==> config.mk <==
export PLATFORM = sky130hd
export DESIGN_NAME = ram_copy_engine
export DESIGN_NICKNAME = d
export VERILOG_FILES = /design/src/rtl/ram_copy_engine.sv
export SDC_FILE = /design/constraint.sdc
export NUM_CORES = 1
export LEC_CHECK = 0
export BUFFER_PORTS_ARGS = -buffer_cell sky130_fd_sc_hd__buf_2
export CORE_MARGIN = 4
export CORE_UTILIZATION = 45
export CTS_CLUSTER_SIZE = 40
export DETAILED_ROUTE_END_ITERATION = 10
export HOLD_SLACK_MARGIN = 0.12
export PLACE_DENSITY_LB_ADDON = 0.15
export SYNTH_ARGS = -nofsm -noshare
export SYNTH_HDL_FRONTEND = slang
export SYNTH_SLANG_ARGS = --single-unit
export TNS_END_PERCENT = 30
==> constraint.sdc <==
create_clock -name clk -period 3.63 [get_ports clk]
set_input_delay 0.363 -clock clk [delete_from_list [all_inputs] [get_ports clk]]
set_output_delay 0.363 -clock clk [all_outputs]
set_load 0.1 [all_outputs]
==> src/rtl/ram_copy_engine.sv <==
// rtl/ram_copy_engine.sv - word-by-word copy engine driving a single-port RAM
module ram_copy_engine #(
    parameter int ADDRESS_SIZE = 10,
    parameter int DATA_SIZE    = 10,
    parameter int MEMORY_SIZE  = 1024
) (
    input  logic                    clk,
    input  logic                    rst,
    input  logic                    start,
    input  logic [ADDRESS_SIZE-1:0] src_addr,
    input  logic [ADDRESS_SIZE-1:0] dst_addr,
    input  logic [ADDRESS_SIZE:0]   length,
    output logic                    busy,
    output logic                    done,
    output logic [ADDRESS_SIZE-1:0] mem_addr,
    output logic [DATA_SIZE-1:0]    mem_wdata,
    output logic                    mem_write,
    output logic                    mem_cs,
    input  logic [DATA_SIZE-1:0]    mem_rdata
);

    typedef enum logic [1:0] {
        S_IDLE  = 2'd0,
        S_READ  = 2'd1,
        S_WRITE = 2'd2,
        S_DONE  = 2'd3
    } state_t;

    localparam logic [ADDRESS_SIZE:0] MAX_LEN = (ADDRESS_SIZE+1)'(MEMORY_SIZE);

    state_t                  state, state_next;
    logic [ADDRESS_SIZE-1:0] src_q, dst_q;
    logic [ADDRESS_SIZE:0]   len_q, cnt_q, cnt_inc;
    logic [DATA_SIZE-1:0]    hold_q;

    assign cnt_inc = cnt_q + 1'b1;

    always_comb begin
        state_next = state;
        case (state)
            S_IDLE: begin
                if (start) begin
                    state_next = (length == '0) ? S_DONE : S_READ;
                end
            end
            S_READ:  state_next = S_WRITE;
            S_WRITE: state_next = (cnt_inc == len_q) ? S_DONE : S_READ;
            S_DONE:  state_next = S_IDLE;
            default: state_next = S_IDLE;
        endcase
    end

    always_ff @(posedge clk) begin
        if (rst) begin
            state  <= S_IDLE;
            src_q  <= '0;
            dst_q  <= '0;
            len_q  <= '0;
            cnt_q  <= '0;
            hold_q <= '0;
        end else begin
            state <= state_next;
            case (state)
                S_IDLE: begin
                    if (start && length != '0) begin
                        src_q <= src_addr;
                        dst_q <= dst_addr;
                        // Oversized requests saturate to a full-memory copy
                        len_q <= (length > MAX_LEN) ? MAX_LEN : length;
                        cnt_q <= '0;
                    end
                end
                S_READ:  hold_q <= mem_rdata;
                S_WRITE: cnt_q  <= cnt_inc;
                default: ;
            endcase
        end
    end

    always_comb begin
        busy      = (state == S_READ) || (state == S_WRITE);
        done      = (state == S_DONE);
        mem_cs    = busy;
        mem_write = (state == S_WRITE);
        mem_wdata = hold_q;
        mem_addr  = '0;
        // Address adds drop the carry, giving modulo-2^ADDRESS_SIZE wrap
        if (state == S_READ) begin
            mem_addr = src_q + cnt_q[ADDRESS_SIZE-1:0];
        end else if (state == S_WRITE) begin
            mem_addr = dst_q + cnt_q[ADDRESS_SIZE-1:0];
        end
    end

endmodule

==> results by group, run 1 <==
Timing
  • RSZ-0062 raised after global routing: no
  • Hold slack: 0.286 ns
  • Setup Viol. Count Final: 0
  • Final Critical Period: 3.23 ns
  • Tcrit/Tclk final: 89.0%
  • Rel. slew slack: 44.6%
  • Setup_tns: 0 ns
  • F_max: 309 MHz
  • Final Max Slew Viols: 0
  • Worst-Margin Slew: 0.831 ns
  • Clk_skew: 0.00724 ns
  • Final Hold Vio Count: 0

Clocking
  • Longest Clk Path Bufs: 2
  • CTS resizes: 0
  • CTS clk-pin slew, worst paths: 0.10 ns
  • Clock Sink Count: 54
  • Hold-fix buffers, CTS: 0
  • CTS tree: yes
  • Setup bufs post-CTS: 0
  • Num CTS Buffers: 5
  • H-tree levels: 2
  • Clock Latency Late Sink: 0.31 ns
  • Clock root buffer master: clkbuf_8

Global routing
  • All-Layer GR Usage: 19.8%
  • Grt peak-use layer: met2
  • Total congestion overflow: 0
  • Met2 usage: 30.5%
  • Antenna violations before repair: 0
  • Met3 usage: 4.54%
  • Vias in the first global route: 2,946
  • Met1 Usage GRT: 28.0%
  • First-pass GRT wire length: 14.1 mm
  • Largest net degree at the start of global routing: 47

Floorplanning
  • # rows: 31
  • Die H: 94.5 um
  • DIE AREA: 8930 um^2
  • Die Wd: 94.5 um
  • Core Footprint: 7250 um^2
  • Starting Density: 46.4%
  • I/O pins: 68

Power
  • Part of the power in combinational logic: 50.0%
  • Sw Ratio: 49.9%
  • LEAKAGE: 1.69 nW
  • VDD IR-drop max: 0.335 mV
  • Pwr dens: 590 nW/um^2
  • Seq pwr share: 32.4%
  • Switching power: 0.00114 W
  • Cell-internal power: 0.00115 W
  • Clock share of power: 17.7%

Yosys
  • Mux cell area share after synthesis: 3.60%
  • Post-Synth XOR/XNOR Area: 6.50%
  • Synth Area in Compound Gates: 21.3%
  • Synth Net Count: 488
  • Post-synth EDFFs: 0
  • Cells after synthesis: 419
  • Primary FF master, synth: dfxtp_1
  • Seq/Total Area, Yosys: 32.1%
  • Mapped Area: 3370 um^2
  • Syn. warnings: 0
  • Post-synthesis simple-gate area fraction: 22.3%
  • Adder-cell share of the synthesized area: 9.74%
  • Post-synth ARST share: 0%
  • Syn Area/Cell: 8.04 um^2
  • Largest family of logic cells by synthesized area: simple AND/OR/NAND/NOR gates
  • FF+latch count, synth: 54
  • Yosys cell types: 54

Placement
  • Detail Placement HPWL: 6.42 mm
  • IO Port Bufs: 67
  • Final GP Congestion: 0.876

Detailed routing
  • Vias per Instance: 5.48
  • Vias: 3,158
  • Post-Route WL: 8.51 mm
  • Pre-antenna DRT Iters: 5
  • Wire per inst: 14.8 um
  • Final ANT Viol Nets: 0
  • DRC: 0
  • DRT iter0 DRCs: 252

Layout
  • N_diodes: 0
  • Final net count: 546
  • Layout area overhead: 15.2%
  • Final core occ: 53.5%
  • Layout cells sized above 1: 19.1%
  • Fill cells: 708

Min path
  • Min-delay src: src_addr[7]
  • Hold endpoint: src_q[7]$_SDFFE_PP0P_
  • Worst Hold Depth: 3
  • Type of the most critical hold path: primary input to flip-flop

Run
  • Max Cap Viol: 0

Setup path
  • Crit path capture type: primary output
  • RR Endpoint: len_q[9]$_SDFFE_PP0P_
  • Reg-to-Reg Start: state[0]$_SDFFE_PP0P_
  • Reg2reg setup slack: 1.35 ns
  • Crit Path Max Fanout: 8
  • CP Launch Point: cnt_q[0]$_SDFFE_PP0P_
  • Cells on worst reg2reg path: 8
  • WP data arrival: 2.87 ns
  • CP required: 3.27 ns
  • Crit path launch type: flip-flop
  • WS Path Type: flip-flop to primary output

Status
  • Status: finished, final reports clean
## synth_stat cells, types with 8 or more instances
cell type / number / area share (%)
xnor2_1: 19 / 4.9
nor3_1: 12 / 1.8
ha_1: 23 / 8.5
nand3_1: 9 / 1.3
mux2i_1: 11 / 3.3
inv_1: 15 / 1.7
dfxtp_1: 54 / 32
clkbuf_1: 9 / 1.0
buf_2: 8 / 1.2
nand2_1: 63 / 7.0
a21oi_1: 44 / 6.5
nor2_1: 40 / 4.5
o21ai_0: 22 / 3.3
## flip-flops by register name, summed over array words and instances, names as in the netlist
name,cells
cnt_q,11
mem_wdata,10
len_q,11
state,2
src_q,10
dst_q,10
## routing by layer
metal  wire, um  up-vias
met2       3570      125
li1           -     1600
met3        810        8
met1       4020     1425
met5          0        -
met4        108        0
## how the worst max path moves through the flow
| stage | end | slack [ns] | cells after the start |
|---|---|---|---|
| 2_1_floorplan | mem_addr[2] | -0.18 | 5 |
| 3_3_place_gp | mem_addr[8] | 0.80 | 9 |
| 3_5_place_dp | mem_addr[6] | 0.73 | 10 |
| 4_1_cts | mem_addr[6] | 0.37 | 10 |
| 5_1_grt | mem_addr[6] | 0.20 | 10 |
| 6_report | mem_addr[6] | 0.40 | 10 |
## cells by family (layout without fill, tap and decap cells)
| kind of cell | count (synthesis) | count (layout) |
|---|---|---|
| flops | 54 | 54 |
| simple gates | 155 | 155 |
| xor+xnor | 25 | 25 |
| compound gates | 113 | 113 |
| fa+ha+maj | 25 | 25 |
| buf+inv | 35 | 93 |
| mux | 12 | 12 |
## critical path: stages, from the launching register on
cell     delay [ns]
dfxtp_1        0.48
ha_1           0.24
inv_1          0.06
fa_1           0.39
nor2b_1        0.22
o21ai_0        0.14
a21oi_1        0.20
nor3_1         0.09
xnor2_1        0.16
a22o_1         0.16
buf_2          0.42
## stage by stage
| stage | instances | cell area (um^2) | worst slack (ns) | power [W] |
|---|---|---|---|---|
| 6_report | 576 | 3880 | 0.399 | 0.00229 |
| 5_1_grt | 576 | 3880 | 0.196 | 0.00242 |
| 4_1_cts | 576 | 3880 | 0.374 | 0.00230 |
| 3_5_place_dp | 569 | 3770 | 0.728 | 0.00190 |
| 3_3_place_gp | 569 | 3770 | 0.799 | 0.00188 |
| 2_1_floorplan | 419 | 3380 | -0.175 | 0.00170 |
## layout by cell type (no fill, tap or decap), types with 2 or more instances in the layout
| cell | count |
|---|---|
| mux2i_1 | 11 |
| fa_1 | 2 |
| xnor2_1 | 19 |
| nor3_1 | 12 |
| a21oi_1 | 44 |
| ha_1 | 23 |
| nor2_1 | 40 |
| o211ai_1 | 2 |
| nor4_4 | 2 |
| o31ai_1 | 3 |
| o21ai_0 | 22 |
| a21o_1 | 5 |
| or3_1 | 3 |
| buf_4 | 4 |
| nand3_1 | 9 |
| inv_1 | 15 |
| a22oi_1 | 6 |
| nand4_1 | 5 |
| a211oi_1 | 5 |
| o32ai_1 | 3 |
| a32oi_1 | 2 |
| and3_1 | 5 |
| o21ai_1 | 2 |
| a22o_1 | 6 |
| xor2_1 | 6 |
| nor2b_1 | 3 |
| nand3b_1 | 3 |
| nand2_1 | 63 |
| buf_2 | 67 |
| o41ai_2 | 2 |
| clkbuf_8 | 5 |
| dfxtp_1 | 54 |
## area by class of cell
type,instances,area [um^2],share of cell area [%]
clock inverters,2,38.8,1.00
multi-input cells,330,2150,55.3
well taps,99,124,3.19
inverters,15,56.3,1.45
flip-flops and latches,54,1080,27.9
repair buffers,71,365,9.42
clock buffers,5,68.8,1.77
## power by group through the flow
stage,clock network (W),logic [W],registers (W)
floorplan,0,0.000795,0.000902
global placement,0,0.00113,0.000751
detailed placement,0,0.00114,0.000753
CTS,0.000415,0.00115,0.000741
global route,0.000434,0.00123,0.000754
finish,0.000404,0.00114,0.000740
(Power assumes the default switching activity.)
==> run 2, diff against run 1 <==
--- a/config.mk
+++ b/config.mk
@@ -12,6 +12,7 @@
 export DETAILED_ROUTE_END_ITERATION = 10
 export HOLD_SLACK_MARGIN = 0.12
 export PLACE_DENSITY_LB_ADDON = 0.15
+export RECOVER_POWER = 100
 export SYNTH_ARGS = -nofsm -noshare
 export SYNTH_HDL_FRONTEND = slang
 export SYNTH_SLANG_ARGS = --single-unit
==> results by group, run 2 (synthesis results as in run 1) <==
Timing
  • F_max: 306 MHz
  • RSZ-0062 raised after global routing: no
  • Tcrit/Tclk final: 90.2%
  • Rel. slew slack: 19.1%
  • Final Critical Period: 3.27 ns
  • Setup Viol. Count Final: 0
  • Final Hold Vio Count: 0
  • Setup_tns: 0 ns
  • Worst-Margin Slew: 1.21 ns
  • Clk_skew: 0.00705 ns
  • Final Max Slew Viols: 0
  • Hold slack: 0.285 ns
  • Worst setup margin: 0.357 ns

Placement
  • Final GP Congestion: 0.876
  • Pre-CTS WS: 0.728 ns
  • IO Port Bufs: 67
  • Area post-placement: 3770 um^2
  • Detail Placement HPWL: 6.42 mm

Setup path
  • Crit-path cells: ha_1 > inv_1 > fa_1 > nor2b_1 > o21ai_0 > a21oi_1 > nor3_1 > xnor2_1 > a22o_1 > clkbuf_2
  • Critical path's largest stage delay: 0.48 ns
  • Cell depth of the worst setup path: 10
  • Cells on worst reg2reg path: 8
  • Crit path launch type: flip-flop
  • WP data arrival: 2.91 ns
  • CP delay by family, top: adder cells
  • WP buf/inv: 2
  • Crit path capture type: primary output
  • CP required: 3.27 ns
  • WS Path Type: flip-flop to primary output
  • CP max-delay cell: dfxtp_1
  • Crit Path Max Fanout: 8

Layout
  • Final Cell Area: 3840 um^2
  • N_diodes: 0
  • Commonest cells after routing, fill and taps aside: nand2_1 (63), dfxtp_1 (54), a21oi_1 (45)
  • Most common cell after layout, fill and taps aside: nand2_1
  • Layout area overhead: 14.0%
  • Biggest regs: cnt_q (11), len_q (11)
  • Final net count: 546
  • Layout cells sized above 1: 14.9%

Detailed routing
  • Vias: 3,160
  • Vias per Instance: 5.49
  • Final ANT Viol Nets: 0
  • DRT iter0 DRCs: 236
  • Pre-antenna DRT Iters: 5
  • Post-Route WL: 8.56 mm
  • DRC: 0
  • Wire per inst: 14.9 um

Floorplanning
  • Die Wd: 94.5 um
  • I/O pins: 68
  • Die H: 94.5 um
  • # rows: 31
  • DIE AREA: 8930 um^2
  • Core Footprint: 7250 um^2
  • Starting Density: 46.4%

Power
  • Sw Ratio: 50.3%
  • VDD IR-drop max: 0.332 mV
  • Cell-internal power: 0.00113 W
  • Clock share of power: 17.9%
  • Switching power: 0.00114 W
  • LEAKAGE: 1.61 nW
  • Seq pwr share: 32.7%
  • Part of the power in combinational logic: 49.4%
  • Final Power: 0.00227 W
  • Pwr dens: 590 nW/um^2

Clocking
  • Setup bufs post-CTS: 0
  • Hold-fix buffers, CTS: 0
  • Clock Latency Late Sink: 0.31 ns
  • Clock Sink Count: 54
  • CTS resizes: 0
  • H-tree levels: 2
  • Longest Clk Path Bufs: 2
  • Num CTS Buffers: 5
  • CTS clk-pin slew, worst paths: 0.10 ns
  • CTS tree: yes
  • Clock root buffer master: clkbuf_8

Min path
  • Type of the most critical hold path: primary input to flip-flop
  • Worst Hold Depth: 3

Run
  • Max Cap Viol: 0

Global routing
  • All-Layer GR Usage: 19.8%
  • Largest net degree at the start of global routing: 47
  • First-pass GRT wire length: 14.1 mm
  • Total congestion overflow: 0
  • Vias in the first global route: 2,946
  • Antenna violations before repair: 0

Status
  • Status: finished, final reports clean
run 2: cell types whose count changed in the layout (fill, tap and decap cells not counted), sizes merged:
cell,delta
buf,-26
clkbuf,+26
run 2: cell type report:
type | instances | area [um^2]
Clock buffer | 5 | 68.8
Timing Repair Buffer | 71 | 339
Sequential cell | 54 | 1080
Fill cell | 724 | 3410
Inverter | 15 | 56.3
Tap cell | 99 | 124
Multi-Input combinational cell | 330 | 2130
Clock inverter | 2 | 38.8
run 2: path summary, 6_finish.rpt:
check | startpoint | to | slack, ns
max | cnt_q[0]$_SDFFE_PP0P_ | mem_addr[6] | 0.36
min | dst_addr[8] | dst_q[8]$_SDFFE_PP0P_ | 0.29
max reg2reg | state[0]$_SDFFE_PP0P_ | len_q[9]$_SDFFE_PP0P_ | 0.63
min reg2reg | dst_q[5]$_SDFFE_PP0P_ | dst_q[5]$_SDFFE_PP0P_ | 0.47
run 2: worst register-to-register path, cell delays in order (launching register included):
cell,delay [ns]
dfxtp_1,0.35
inv_1,0.09
ha_1,0.30
nand2_1,0.18
a41oi_1,0.87
clkbuf_1,0.78
and3_1,0.26
a21oi_1,0.04
nor2_1,0.08
run 2: per-stage QoR:
step	utilization [%]	cells
final	52.9	576
after global routing	52.9	576
after CTS	53.5	576
after detailed placement	52.0	569
after global placement	52.0	569
after floorplan	-	419
run 2: power groups by stage:
stage                     logic [W]  registers, W  clock network, W
after global routing        0.00120      0.000754          0.000434
final                       0.00112      0.000741          0.000405
after CTS                   0.00115      0.000741          0.000415
after detailed placement    0.00114      0.000753                 0
after global placement      0.00113      0.000751                 0
after floorplan            0.000795      0.000902                 0
run 2: metal layers:
| layer | share of wire (%) | vias up | global-route usage (%) |
|---|---|---|---|
| met3 | 8.4 | 8 | 4.54 |
| met2 | 42 | 111 | 30.5 |
| met5 | 0 | - | 0 |
| met4 | 1.3 | 0 | 5.05 |
| li1 | - | 1604 | - |
| met1 | 48 | 1437 | 28.0 |
==> run 3, diff against run 2 <==
--- a/config.mk
+++ b/config.mk
@@ -8,6 +8,7 @@
 export BUFFER_PORTS_ARGS = -buffer_cell sky130_fd_sc_hd__buf_2
 export CORE_MARGIN = 4
 export CORE_UTILIZATION = 45
+export CTS_BUF_LIST = sky130_fd_sc_hd__clkbuf_16
 export CTS_CLUSTER_SIZE = 40
 export DETAILED_ROUTE_END_ITERATION = 10
 export HOLD_SLACK_MARGIN = 0.12
==> results by group, run 3 (synthesis results as in run 1) <==
Timing
  • F_max: 305 MHz
  • Worst-Margin Slew: 1.21 ns
  • Final Hold Vio Count: 0
  • RSZ-0062 raised after global routing: no
  • Setup Viol. Count Final: 0
  • Tcrit/Tclk final: 90.3%
  • Final Critical Period: 3.28 ns
  • Clk_skew: 0.00523 ns
  • Final Max Slew Viols: 0
  • Rel. slew slack: 19.3%
  • Setup_tns: 0 ns

Detailed routing
  • DRC: 0
  • Pre-antenna DRT Iters: 4
  • Vias per Instance: 5.47
  • Post-Route WL: 8.72 mm
  • Final ANT Viol Nets: 0
  • Wire per inst: 15.1 um
  • Vias: 3,148
  • DRT iter0 DRCs: 193

Global routing
  • Largest net degree at the start of global routing: 47
  • Total congestion overflow: 0
  • First-pass GRT wire length: 14.5 mm
  • Antenna violations before repair: 0
  • Vias in the first global route: 2,988
  • All-Layer GR Usage: 20.4%

Run
  • Max Cap Viol: 0

Power
  • Sw Ratio: 48.1%
  • Pwr dens: 616 nW/um^2
  • LEAKAGE: 1.64 nW
  • VDD IR-drop max: 0.336 mV
  • Clock share of power: 22.4%
  • Cell-internal power: 0.00125 W
  • Part of the power in combinational logic: 46.7%
  • Seq pwr share: 30.9%
  • Switching power: 0.00116 W

Clocking
  • Num CTS Buffers: 5
  • Longest Clk Path Bufs: 2
  • H-tree levels: 2
  • Clock root buffer master: clkbuf_16
  • CTS resizes: 0
  • CTS tree: yes
  • Hold-fix buffers, CTS: 0
  • Setup bufs post-CTS: 0
  • Clock Sink Count: 54
  • CTS clk-pin slew, worst paths: 0.07 ns
  • Clock Latency Late Sink: 0.29 ns

Setup path
  • WP data arrival: 2.92 ns
  • Crit Path Max Fanout: 8
  • CP required: 3.27 ns
  • WS Path Type: flip-flop to primary output
  • Crit path capture type: primary output
  • Crit path launch type: flip-flop

Layout
  • Final core occ: 53.7%
  • N_diodes: 0
  • Layout area overhead: 15.7%
  • Final net count: 546
  • Most common cell after layout, fill and taps aside: nand2_1
  • Commonest cells after routing, fill and taps aside: nand2_1 (63), dfxtp_1 (54), a21oi_1 (45)
  • Final Cell Area: 3900 um^2
  • Layout cells sized above 1: 14.9%
  • Post-Layout Cell Count: 576
  • Biggest regs: cnt_q (11), len_q (11)

Placement
  • IO Port Bufs: 67
  • Detail Placement HPWL: 6.42 mm
  • Final GP Congestion: 0.876
  • Area post-placement: 3770 um^2
  • Dpl cells: 569

Floorplanning
  • Core Footprint: 7250 um^2
  • Starting Density: 46.4%
  • DIE AREA: 8930 um^2
  • Die H: 94.5 um
  • Die Wd: 94.5 um
  • # rows: 31
  • I/O pins: 68

Min path
  • Type of the most critical hold path: primary input to flip-flop

Status
  • Status: finished, final reports clean
-- run 3: cell count changes in the layout (fill, tap and decap cells not counted) --
cell	previous run	this run
clkbuf_16	0	5
clkbuf_8	5	0
-- run 3: critical path: stages (launching register included) --
cell	delay (ns)
dfxtp_1	0.47
ha_1	0.25
inv_1	0.06
fa_1	0.39
nor2b_1	0.23
o21ai_0	0.15
a21oi_1	0.21
nor3_1	0.09
xnor2_1	0.16
a22o_1	0.16
clkbuf_2	0.46
-- run 3: layout make-up --
class / instances / area (um^2)
multi-input combinational: 330 / 2130
timing repair buffer: 71 / 339
clock inverter: 2 / 38.8
inverter: 15 / 56.3
tap: 99 / 124
sequential: 54 / 1080
clock buffer: 5 / 125
fill: 715 / 3360
-- run 3: power groups by stage --
stage | sequential (W) | clock, W | combinational, W
floorplan | 0.000902 | 0 | 0.000795
global placement | 0.000751 | 0 | 0.00113
detailed placement | 0.000753 | 0 | 0.00114
CTS | 0.000741 | 0.000550 | 0.00115
global route | 0.000754 | 0.000572 | 0.00121
finish | 0.000742 | 0.000537 | 0.00112
-- run 3: through the flow --
stage	hold slack [ns]	worst slack (ns)	power, W
3_3_place_gp	0.452	0.799	0.00188
3_5_place_dp	0.455	0.728	0.00190
2_1_floorplan	0.441	-0.175	0.00170
5_1_grt	0.311	0.167	0.00253
4_1_cts	0.302	0.396	0.00244
6_report	0.307	0.350	0.00240
-- run 3: worst paths after layout --
kind / from / end / slack (ns) / cells after the start
max: cnt_q[0]$_SDFFE_PP0P_ / mem_addr[6] / 0.35 / 10
min: src_addr[7] / src_q[7]$_SDFFE_PP0P_ / 0.31 / 3
max reg2reg: state[1]$_SDFFE_PP0P_ / len_q[9]$_SDFFE_PP0P_ / 0.58 / 8
min reg2reg: dst_q[5]$_SDFFE_PP0P_ / dst_q[5]$_SDFFE_PP0P_ / 0.46 / 2
-- run 3: routing by layer --
layer / track usage, % / wire, um / up-vias / part of all wire [%]
li1: - / - / 1601 / -
met1: 28.4 / 4090 / 1416 / 47
met2: 31.2 / 3730 / 119 / 43
met3: 4.86 / 730 / 12 / 8.4
met4: 6.13 / 168 / 0 / 1.9
met5: 0 / 0 / - / 0
